`src/rtl/regfile_wr_arbiter_pkg.sv`:
```
// rtl/regfile_wr_arbiter_pkg.sv - shared types and defaults for the register-file write arbiter
package regfile_pkg;

  localparam int DW_DEF = 32;
  localparam int AW_DEF = 5;

  typedef struct packed {
    logic [AW_DEF-1:0] wa;
    logic [DW_DEF-1:0] wd;
  } wr_req_t;

  typedef enum logic {
    IDLE  = 1'b0,
    WRITE = 1'b1
  } issue_state_t;

endpackage

```
`src/rtl/regfile_wr_arbiter_skid.sv`:
```
// rtl/regfile_wr_arbiter_skid.sv - one-entry valid/ready buffer for a writeback requester
module wr_skid_buf
  import regfile_pkg::*;
#(
  parameter type T = wr_req_t
) (
  input  logic clk,
  input  logic rstn,
  input  logic push_valid,
  output logic push_ready,
  input  T     push_data,
  input  logic drop,
  output logic pop_valid,
  input  logic pop_ready,
  output T     pop_data
);

  logic valid_q;
  T     data_q;
  logic load;

  // Accept when empty or when the held entry leaves this cycle; a dropped
  // transfer still handshakes but never occupies the entry.
  assign push_ready = ~valid_q | pop_ready;
  assign load       = push_valid & push_ready & ~drop;
  assign pop_valid  = valid_q;
  assign pop_data   = data_q;

  // Entry register: refill has priority over drain so a granted entry can be replaced in the same edge
  always_ff @(posedge clk or negedge rstn) begin
    if (!rstn) begin
      valid_q <= 1'b0;
      data_q  <= '0;
    end else if (load) begin
      valid_q <= 1'b1;
      data_q  <= push_data;
    end else if (pop_ready) begin
      valid_q <= 1'b0;
    end
  end

endmodule

```
`src/rtl/regfile_wr_arbiter.sv`:
```
// rtl/regfile_wr_arbiter.sv - two-requester arbiter for the register-file write port (optional REGFILE_ZERO_PROTECT_EN)
module regfile_wr_arbiter
  import regfile_pkg::*;
#(
  parameter int DW         = DW_DEF,
  parameter int AW         = AW_DEF,
  parameter int FIXED_PRIO = 0
) (
  input  logic          clk,
  input  logic          rstn,
  input  logic          a_valid,
  output logic          a_ready,
  input  logic [AW-1:0] a_wa,
  input  logic [DW-1:0] a_wd,
  input  logic          b_valid,
  output logic          b_ready,
  input  logic [AW-1:0] b_wa,
  input  logic [DW-1:0] b_wd,
  input  logic [AW-1:0] ra1,
  input  logic [AW-1:0] ra2,
  output logic          ra1_pend,
  output logic          ra2_pend,
  output logic          rf_rwe,
  output logic [AW-1:0] rf_wa,
  output logic [DW-1:0] rf_wd,
  output logic          busy
);

  typedef struct packed {
    logic [AW-1:0] wa;
    logic [DW-1:0] wd;
  } req_t;

  req_t         a_buf, b_buf, issue_q;
  logic         a_bv, b_bv;
  logic         gnt_a, gnt_b;
  logic         prio_b;
  logic         drop_a, drop_b;
  issue_state_t state_q, next_state;

`ifdef REGFILE_ZERO_PROTECT_EN
  assign drop_a = (a_wa == '0);
  assign drop_b = (b_wa == '0);
`else
  assign drop_a = 1'b0;
  assign drop_b = 1'b0;
`endif

  wr_skid_buf #(.T(req_t)) u_buf_a (
    .clk        (clk),
    .rstn       (rstn),
    .push_valid (a_valid),
    .push_ready (a_ready),
    .push_data  ({a_wa, a_wd}),
    .drop       (drop_a),
    .pop_valid  (a_bv),
    .pop_ready  (gnt_a),
    .pop_data   (a_buf)
  );

  wr_skid_buf #(.T(req_t)) u_buf_b (
    .clk        (clk),
    .rstn       (rstn),
    .push_valid (b_valid),
    .push_ready (b_ready),
    .push_data  ({b_wa, b_wd}),
    .drop       (drop_b),
    .pop_valid  (b_bv),
    .pop_ready  (gnt_b),
    .pop_data   (b_buf)
  );

  // Grant from buffer valids only, so no combinational path from VALID to READY
  always_comb begin
    gnt_a = 1'b0;
    gnt_b = 1'b0;
    if (a_bv && b_bv) begin
      if (FIXED_PRIO != 0 || !prio_b) gnt_a = 1'b1;
      else                            gnt_b = 1'b1;
    end else begin
      gnt_a = a_bv;
      gnt_b = b_bv;
    end
  end

  // Round-robin pointer: after a grant the other side is preferred next
  always_ff @(posedge clk or negedge rstn) begin
    if (!rstn)      prio_b <= 1'b0;
    else if (gnt_a) prio_b <= 1'b1;
    else if (gnt_b) prio_b <= 1'b0;
  end

  // Issue FSM state register
  always_ff @(posedge clk or negedge rstn) begin
    if (!rstn) state_q <= IDLE;
    else       state_q <= next_state;
  end

  // Issue FSM next state: any grant produces a write next cycle, so the port never stalls
  always_comb begin
    next_state = IDLE;
    if (gnt_a || gnt_b) next_state = WRITE;
  end

  // Issue register captures the granted entry; it holds its value while idle
  always_ff @(posedge clk or negedge rstn) begin
    if (!rstn)      issue_q <= '0;
    else if (gnt_a) issue_q <= a_buf;
    else if (gnt_b) issue_q <= b_buf;
  end

  assign rf_rwe = (state_q == WRITE);
  assign rf_wa  = issue_q.wa;
  assign rf_wd  = issue_q.wd;
  assign busy   = a_bv | b_bv | rf_rwe;

  // Stale-read detection against every in-flight write
  always_comb begin
    ra1_pend = (a_bv && a_buf.wa == ra1) || (b_bv && b_buf.wa == ra1) ||
               (rf_rwe && issue_q.wa == ra1);
    ra2_pend = (a_bv && a_buf.wa == ra2) || (b_bv && b_buf.wa == ra2) ||
               (rf_rwe && issue_q.wa == ra2);
`ifdef REGFILE_ZERO_PROTECT_EN
    if (ra1 == '0) ra1_pend = 1'b0;
    if (ra2 == '0) ra2_pend = 1'b0;
`endif
  end

endmodule
```
`config.mk`:
```
export PLATFORM = sky130hd
export DESIGN_NAME = regfile_wr_arbiter
export DESIGN_NICKNAME = d
export VERILOG_FILES = /design/src/rtl/regfile_wr_arbiter_pkg.sv /design/src/rtl/regfile_wr_arbiter_skid.sv /design/src/rtl/regfile_wr_arbiter.sv
export SDC_FILE = /design/constraint.sdc
export NUM_CORES = 1
export LEC_CHECK = 0
export ABC_CLOCK_PERIOD_IN_PS = 1800
export CAP_MARGIN = 40
export CORE_MARGIN = 2
export CORE_UTILIZATION = 48
export CTS_CLUSTER_SIZE = 30
export DETAILED_ROUTE_END_ITERATION = 10
export PLACE_DENSITY_LB_ADDON = 0.2
export SYNTH_ARGS = -nofsm -noshare
export SYNTH_HDL_FRONTEND = slang
export SYNTH_SLANG_ARGS = --single-unit
```
`constraint.sdc`:
```
create_clock -name clk -period 1.8 [get_ports clk]
set_input_delay 0.45 -clock clk [delete_from_list [all_inputs] [get_ports clk]]
set_output_delay 0.45 -clock clk [all_outputs]
set_load 0.005 [all_outputs]
```
## Word-level counts from Yosys, hierarchy flattened

Cells that the tools add are included.

- Memories kept: 0
- Bits of input ports: 88
- Bits in read-only memories: 0
- Output and inout port bits: 43
- RAM bits: 0
- Bits in latches: 0
- Bits in registers: 115

- Divide/modulo/power cells: 0
- Multiplexer cells: 12
- Order comparisons: 0
- Equality and inequality tests: 6
- $add $sub $neg: 0
- Shifts and indexed selects: 0
- Multipliers: 0
- Bitwise gates (word level): 8
- Reductions and logical operators: 15

Operators by type and width:

| cell | number |
|---|---|
| $mux W37 | 2 |
| $eq A5 B5 Y1 | 6 |
| $mux W1 | 10 |
| $logic_and A1 B1 Y1 | 7 |
| $reduce_bool A2 Y1 | 3 |
| $logic_or A1 B1 Y1 | 5 |
| $or A1 B1 Y1 | 4 |
| $and A1 B1 Y1 | 2 |
| $not A1 Y1 | 2 |

## Longest topological paths before layout

Gate-level depths: netlist of run 1.

- Word-level depth: 5
- Depth in mapped cells: 5

## Modules after synthesis

From an unflattened synthesis of run 1, not the netlist that was laid out.

- Cell total of the unflattened synthesis: 424
- Area, all modules: 5868.1 µm²

Modules (own cells, without submodules):

| module | area an instance (µm²) | instances | cells an instance |
|---|---|---|---|
| wr_skid_buf | 1586.5 | 2 | 83 |
| regfile_wr_arbiter | 2695.1 | 1 | 258 |

## Least setup slack after synthesis of run 1

Ideal clock, no wire load.

- Path type: input to output
- From: input port ra1[1]
- To: output port ra1_pend
- Arrival: 1.037 ns
- Buffers on the path: 0
- Cell stages on the path: 4
- Slack: 0.313 ns
- Data required time: 1.350 ns
- Path through: xor2_1 > nor4_1 > nand3_1 > nand3_1

- Cells in the longest elaborated chain, start to end: 4
- Elaborated cells on any way between the ends: 8

RTL lines:

| element | line | text |
|---|---|---|
| start: declaration | regfile_wr_arbiter.sv:19 | `input logic [AW-1:0] ra1,` |
| $eq A5 B5 Y1 | regfile_wr_arbiter.sv:119 | `ra1_pend = (a_bv && a_buf.wa == ra1) \|\| (b_bv && b_buf.wa == ra1) \|\|` |
| $logic_and A1 B1 Y1 | regfile_wr_arbiter.sv:119 |  |
| $logic_or A1 B1 Y1 | regfile_wr_arbiter.sv:119 |  |
| $logic_or A1 B1 Y1 (*) | regfile_wr_arbiter.sv:119 |  |
| end: declaration | regfile_wr_arbiter.sv:21 | `output logic ra1_pend,` |

Mark *: on every way between the ends. The rest lies on a longest branch, timed or not.

## Worst setup path in the final report of run 1

- From: register u_buf_b.data_q (netlist bit u_buf_b.pop_data[34])
- To: output port ra2_pend

- Cells in the longest elaborated chain, start to end: 4

RTL lines:

| element | line | text |
|---|---|---|
| start: declaration | regfile_wr_arbiter_skid.sv:19 | `T data_q;` |
| start signal: assignment | regfile_wr_arbiter_skid.sv:36 | `data_q <= push_data;` |
| $eq A5 B5 Y1 | regfile_wr_arbiter.sv:121 | `ra2_pend = (a_bv && a_buf.wa == ra2) \|\| (b_bv && b_buf.wa == ra2) \|\|` |
| $logic_and A1 B1 Y1 | regfile_wr_arbiter.sv:121 |  |
| $logic_or A1 B1 Y1 (2 in series) | regfile_wr_arbiter.sv:121 |  |
| end: declaration | regfile_wr_arbiter.sv:22 | `output logic ra2_pend,` |

No other way between the ends.

==> reports/metrics.yaml, run 1 <==
wl_per_cell_um: 16.97
num-fill-cells: 713
core_um2: 9729
grt_usage_pct: 23.54
grt_pass1_vias: 3893
hpwl_um: 8096
met1Wirelength_um: 4943
fp-row-count: 36
die_x_um: 104.1
p_leak_nw: 3.310
rsz0062_at_grt: "true"
top_layer_used: "met4"
min_period_over_period_pct: 123.5
synth_warnings: 0
met2_length_um: 6204
ys_seq_elements: 115
met3_length_um: 654
port_buffers: 130
clock.fmax_mhz: 449.8
fin_skew_ns: 0.007386
area_delta_synth_final_pct: 51.41
cts.sinks: 115
grt-ovfl-total: 0
criticalPathCategory: "flip-flop to output port"
cts_max_path_buffers: 2
setup_ws_ns: -0.4230
drive_above_1_share_pct: 29.79
dp_cells: 653
chipHeight_um: 104.1
syn_area_um2: 4807
required_ns: 1.35
htree_levels: 4
grt_max_degree: 52
synth-seq-area-share_pct: 59.86
crit_fanout: 2
syn_inst: 374
ys_types: 22
nets: 649
clkTransAtPathRegs_ns: 0.05
wirelength_um: 12000
violations: "negative setup slack"
drt_iter0_markers: 168
finalHoldViolations: 0
worstSkewPairLatency_ns: 0.51
status: "complete, but fails checks"
antenna_found_initial: 0
mostFrequentLayoutCell: "dfrtp_1"
dr.pass1.iters: 4
postRouteAntennaNets: 0
viasPerCell: 5.066
hold_slack_ns: 0.3368
start_util_pct: 49.41
grt_first_pass_wirelength_um: 19550
final_max_slew_viol_count: 0
pwr_density_cell_nw_per_um2: 1470
min_path_type: "primary input to async pin"
worst_pin_slew_ns: 0.3333
cts_buffers: 17
drc: 0
synth_area_per_cell_um2: 12.85
finalSetupViolCount: 4
maxCapViolations: 0
cts_root_buf: "clkbuf_8"
pre_cts_ws_ns: -0.8066
critPathLaunchType: "flip-flop"
via_count: 3582
mostFrequentLayoutCells: "dfrtp_1, clkdlybuf4s50_1, nand2_1, mux2_2, dlygate4sd2_1"
finalCriticalPeriod_ns: 2.223
ioPinCount: 131
tritoncts: "done"
mappedNetlistNets: 462
ir_drop_v: 0.0007777
fin_cells: 707
worstPathArrival_ns: 1.77
gp_congestion: 0.8911
antenna_cells: 0
worstSetupEndpointType: "output port"
relSlewSlack_pct: 77.78
dieArea_um2: 10830
layout make-up:
type                            count  area [um^2]  area share, %
Sequential cell                   115         2882          39.59
Multi-Input combinational cell    241         1853          25.46
Timing Repair Buffer              185         1799          24.72
Clock buffer                       21        439.2          6.034
Tap cell                          133        166.4          2.286
Clock inverter                     11        135.1          1.857
Inverter                            1        3.754        0.05157
final timing paths:
kind | from | end | slack, ns | depth (start not counted)
worst max-delay path | u_buf_b.pop_data[34]$_DFFE_PN0P_ | ra2_pend | -0.42 | 6
worst min-delay path | rstn | rf_wd[27]$_DFFE_PN0P_ | 0.34 | 2
worst max register to register | u_buf_a.pop_valid$_DFFE_PN0P_ | rf_wa[0]$_DFFE_PN0P_ | 0.07 | 9
worst min register to register | u_buf_b.pop_data[25]$_DFFE_PN0P_ | rf_wd[25]$_DFFE_PN0P_ | 0.47 | 2
max in group asynchronous | rstn | u_buf_a.pop_valid$_DFFE_PN0P_ | 0.91 | 3
min in group clk | u_buf_b.pop_data[25]$_DFFE_PN0P_ | rf_wd[25]$_DFFE_PN0P_ | 0.47 | 2
routing by layer:
metal / GRT usage (%) / vias to the layer above
li1: - / 1686
met4: 8.977 / 0
met3: 7.769 / 17
met2: 39.85 / 109
met1: 27.93 / 1770
met5: 0 / -
what timing repair did:
item | CTS | global route
hold endpoints to repair | 10 | 0
setup buffers | 13 | 8
setup endpoints to repair | 43 | 41
gates resized for setup | 74 | 15
hold buffers | 1 | 0
gates cloned | 0 | 0
pin swaps | 7 | 6
stage by stage:
stage / area [um^2] / utilization, % / total power [mW] / TNS [ns]
2_1_floorplan: 4807 / - / 5.533 / 0
3_3_place_gp: 6490 / 66.71 / 7.315 / -1.425
3_5_place_dp: 6518 / 66.99 / 7.524 / -1.582
4_1_cts: 7164 / 73.64 / 10.63 / -1.084
5_1_grt: 7278 / 74.81 / 11.32 / -1.480
6_report: 7278 / 74.81 / 10.70 / -1.052
power breakdown:
group | switching [mW] | internal, mW | leakage (nW) | total [mW]
Combinational | 1.46 | 1.96 | 1.68 | 3.43
Sequential | 0.549 | 3.48 | 1.34 | 4.03
Clock | 1.12 | 2.13 | 0.281 | 3.24
Total | 3.13 | 7.57 | 3.31 | 10.7
synthesized netlist by cell type:
library cell  number  area share (%)
nand3b_1           1            0.16
nand2b_1           2            0.26
nand3_1            9            0.94
inv_1              1           0.078
mux2_2            69              16
nor4_1             6            0.78
nand2_1           74             5.8
nor2_2             1            0.13
buf_2             10             1.0
a22oi_1           37             5.8
xor2_1            24             4.4
clkbuf_1           1           0.078
or3_1              1            0.13
nand2_2            1            0.13
xnor2_1            6             1.1
buf_6              6             1.4
nor2_1             2            0.16
nand2_4            1            0.23
a21boi_1           1            0.16
dfrtp_1          115              60
a21oi_1            1            0.10
mux2_1             5             1.2
cell families (layout without fill, tap and decap cells):
group	Yosys count	count (layout)	share of synthesized area, %
buf+inv	18	218	2.603
compound gates	39	39	6.039
simple gates	98	98	8.694
mux	74	74	17.33
flops	115	115	59.86
xor+xnor	30	30	5.466
sequential cells by signal, indices dropped and copies added, names as in the netlist:
name	flops
u_buf_a.pop_data	37
u_buf_b.pop_valid	1
u_buf_a.pop_valid	1
u_buf_b.pop_data	37
prio_b	1
rf_wd	32
rf_wa	5
rf_rwe	1
critical path, stage by stage, from the launching register on:
cell     delay [ns]
dfrtp_1        0.40
buf_6          0.13
xor2_1         0.15
nor4_1         0.30
nand3_1        0.11
nand3_1        0.07
buf_2          0.12
Power figures use the tool's default switching activity.
==> inputs of run 2 (changes only) <==
--- a/config.mk
+++ b/config.mk
@@ -5,12 +5,14 @@
 export SDC_FILE = /design/constraint.sdc
 export NUM_CORES = 1
 export LEC_CHECK = 0
+export ABC_AREA = 0
 export ABC_CLOCK_PERIOD_IN_PS = 1800
 export CAP_MARGIN = 40
 export CORE_MARGIN = 2
 export CORE_UTILIZATION = 48
 export CTS_CLUSTER_SIZE = 30
 export DETAILED_ROUTE_END_ITERATION = 10
+export GPL_TIMING_DRIVEN = 0
 export PLACE_DENSITY_LB_ADDON = 0.2
 export SYNTH_ARGS = -nofsm -noshare
 export SYNTH_HDL_FRONTEND = slang
==> run 2 against run 1 <==
Against the previous run: the flow still finishes with violations (negative setup slack); clock skew grew 0.0074 ns; combinational power shrank 8.7%; maximum frequency shrank 0.27%; clock power grew 9.3%; total power shrank 0.13%; largest power group unchanged; critical endpoint is now ra1_pend; critical path depth is the same; sequential power is essentially flat; hold slack lost 0.33 ns; die area is the same.
==> reports/metrics.yaml, run 2 (synthesis results as in run 1) <==
dp_cells: 638
tritoncts: "done"
start_util_pct: 49.41
viasPerCell: 5.131
p_seq_share_pct: 37.6
dr.pass1.iters: 5
grt_pass1_vias: 3817
mostFrequentLayoutCells: "dfrtp_1, clkdlybuf4s50_1, nand2_1, mux2_2, dlygate4sd2_1"
finalSetupViolCount: 3
ioPinCount: 131
fin_cells: 688
via_count: 3530
worstPathArrival_ns: 1.78
switching_share_pct: 28.48
drive_above_1_share_pct: 27.39
area_delta_synth_final_pct: 46.77
crit_fanout: 3
p_leak_nw: 3.213
cts_max_path_buffers: 2
postRouteAntennaNets: 0
min_period_over_period_pct: 123.8
power_switching_mw: 3.043
die_x_um: 104.1
rsz0062_at_grt: "true"
min_path_type: "primary input to async pin"
wirelength_um: 11760
crit_family: "buffers and inverters"
nets: 632
cts.sinks: 115
htree_levels: 4
drc: 0
status: "complete, but fails checks"
grt-ovfl-total: 0
critPathLaunchType: "primary input"
critical_path_buf_inv_count: 2
wl_per_cell_um: 17.09
final_max_slew_viol_count: 0
criticalPathCategory: "primary input to output port"
finalCriticalPeriod_ns: 2.229
grt_max_degree: 60
setup_tns_ns: -0.8958
required_ns: 1.35
mostFrequentLayoutCell: "dfrtp_1"
slowest_delay_ns: 0.51
clock.fmax_mhz: 448.6
crit_top_cell: "nand3_1"
fin_skew_ns: 0.01479
relSlewSlack_pct: 49.94
power.internal_mw: 7.643
finalHoldViolations: 0
cts_buffers: 17
grt_usage_pct: 23.03
port_buffers: 130
power_frac_comb_pct: 29.3
worstSetupEndpointType: "output port"
setup_ws_ns: -0.4290
cts_root_buf: "clkbuf_8"
cts_hold_buf: 0
antenna_found_initial: 0
clkTransAtPathRegs_ns: 0.06
grt_first_pass_wirelength_um: 19380
gp_congestion: 0.8297
drt_iter0_markers: 145
antenna_cells: 0
chipHeight_um: 104.1
worst_pin_slew_ns: 0.7509
dieArea_um2: 10830
pwr_density_cell_nw_per_um2: 1515
p_clk_share_pct: 33.1
fp-row-count: 36
maxCapViolations: 0
ir_drop_v: 0.0007564
violations: "negative setup slack"
cp_slowest_cell: "clkdlybuf4s50_1"
worstSkewPairLatency_ns: 0.50
crit_chain: "clkdlybuf4s50_1, xor2_1, nor4_2, nand3_1, nand3_1, buf_2"
hpwl_um: 7880
pre_cts_ws_ns: -0.8278
core_um2: 9729
==> run 2: cell count changes in the layout (fill, tap and decap cells not counted), moves of 2 or more <==
cell | previous run | this run
buf_2 | 4 | 12
clkdlybuf4s50_1 | 83 | 79
buf_12 | 8 | 0
clkbuf_4 | 0 | 2
buf_4 | 35 | 16
clkinv_2 | 6 | 3
bufinv_16 | 3 | 5
dlygate4sd2_1 | 38 | 44
==> run 2: cell type report <==
class / count / area [um^2]
inverters: 1 / 3.754
fillers: 715 / 2674
clock buffers: 20 / 445.4
well taps: 133 / 166.4
multi-input cells: 241 / 1836
clock inverters: 10 / 181.4
plain buffers: 17 / 126.4
repair buffers: 151 / 1416
flip-flops and latches: 115 / 2880
==> run 2: power by group through the flow <==
stage / sequential, mW / clock, mW / combinational (mW)
2_1_floorplan: 4.02 / 0 / 1.51
3_3_place_gp: 4.08 / 0 / 3.01
3_5_place_dp: 4.12 / 0 / 3.10
4_1_cts: 4.02 / 3.58 / 3.16
5_1_grt: 4.14 / 3.69 / 3.44
6_report: 4.02 / 3.54 / 3.13
==> run 2: timing repair <==
action / CTS / global route
gates resized for setup: 77 / 8
setup buffers: 21 / 2
setup endpoints to repair: 43 / 15
pin swaps: 15 / 2
cloned: 0 / 0
==> run 2: worst paths after layout <==
path | from | endpoint | slack [ns] | cells past startpoint
min in group clk | u_buf_b.pop_data[19]$_DFFE_PN0P_ | rf_wd[19]$_DFFE_PN0P_ | 0.47 | 2
max in group asynchronous | rstn | u_buf_b.pop_valid$_DFFE_PN0P_ | 1.03 | 2
hold / removal | rstn | rf_wd[28]$_DFFE_PN0P_ | 0.008 | 1
hold reg to reg | u_buf_b.pop_data[19]$_DFFE_PN0P_ | rf_wd[19]$_DFFE_PN0P_ | 0.47 | 2
setup / recovery | ra1[4] | ra1_pend | -0.43 | 6
setup reg to reg | u_buf_b.pop_valid$_DFFE_PN0P_ | u_buf_b.pop_data[20]$_DFFE_PN0P_ | 0.07 | 7
==> run 2: metal layers <==
| layer | wire length, um | global-route usage [%] | vias up | share of wire [%] |
|---|---|---|---|---|
| met5 | 0 | 0 | - | 0 |
| met1 | 4865 | 28.09 | 1786 | 41 |
| li1 | - | - | 1649 | - |
| met3 | 558 | 6.266 | 6 | 4.7 |
| met4 | 78 | 7.432 | 0 | 0.66 |
| met2 | 6256 | 39.76 | 89 | 53 |
==> run 2: worst register-to-register path: stages (launching register included) <==
cell and delay, ns:
dfrtp_2 0.38, buf_4 0.12, nand3b_1 0.10, buf_4 0.15, buf_4 0.13, nand2_4 0.16, buf_6 0.20, mux2_2 0.35
==> run 2: through the flow <==
step	hold WS, ns	power [mW]	cell area [um^2]	util (%)
finish	0.007575	10.69	7056	72.52
floorplan	0.1544	5.533	4807	-
global route	0.05858	11.27	7056	72.52
detailed placement	0.4534	7.220	6300	64.75
global placement	0.4495	7.084	6275	64.49
CTS	0.02804	10.76	7042	72.38
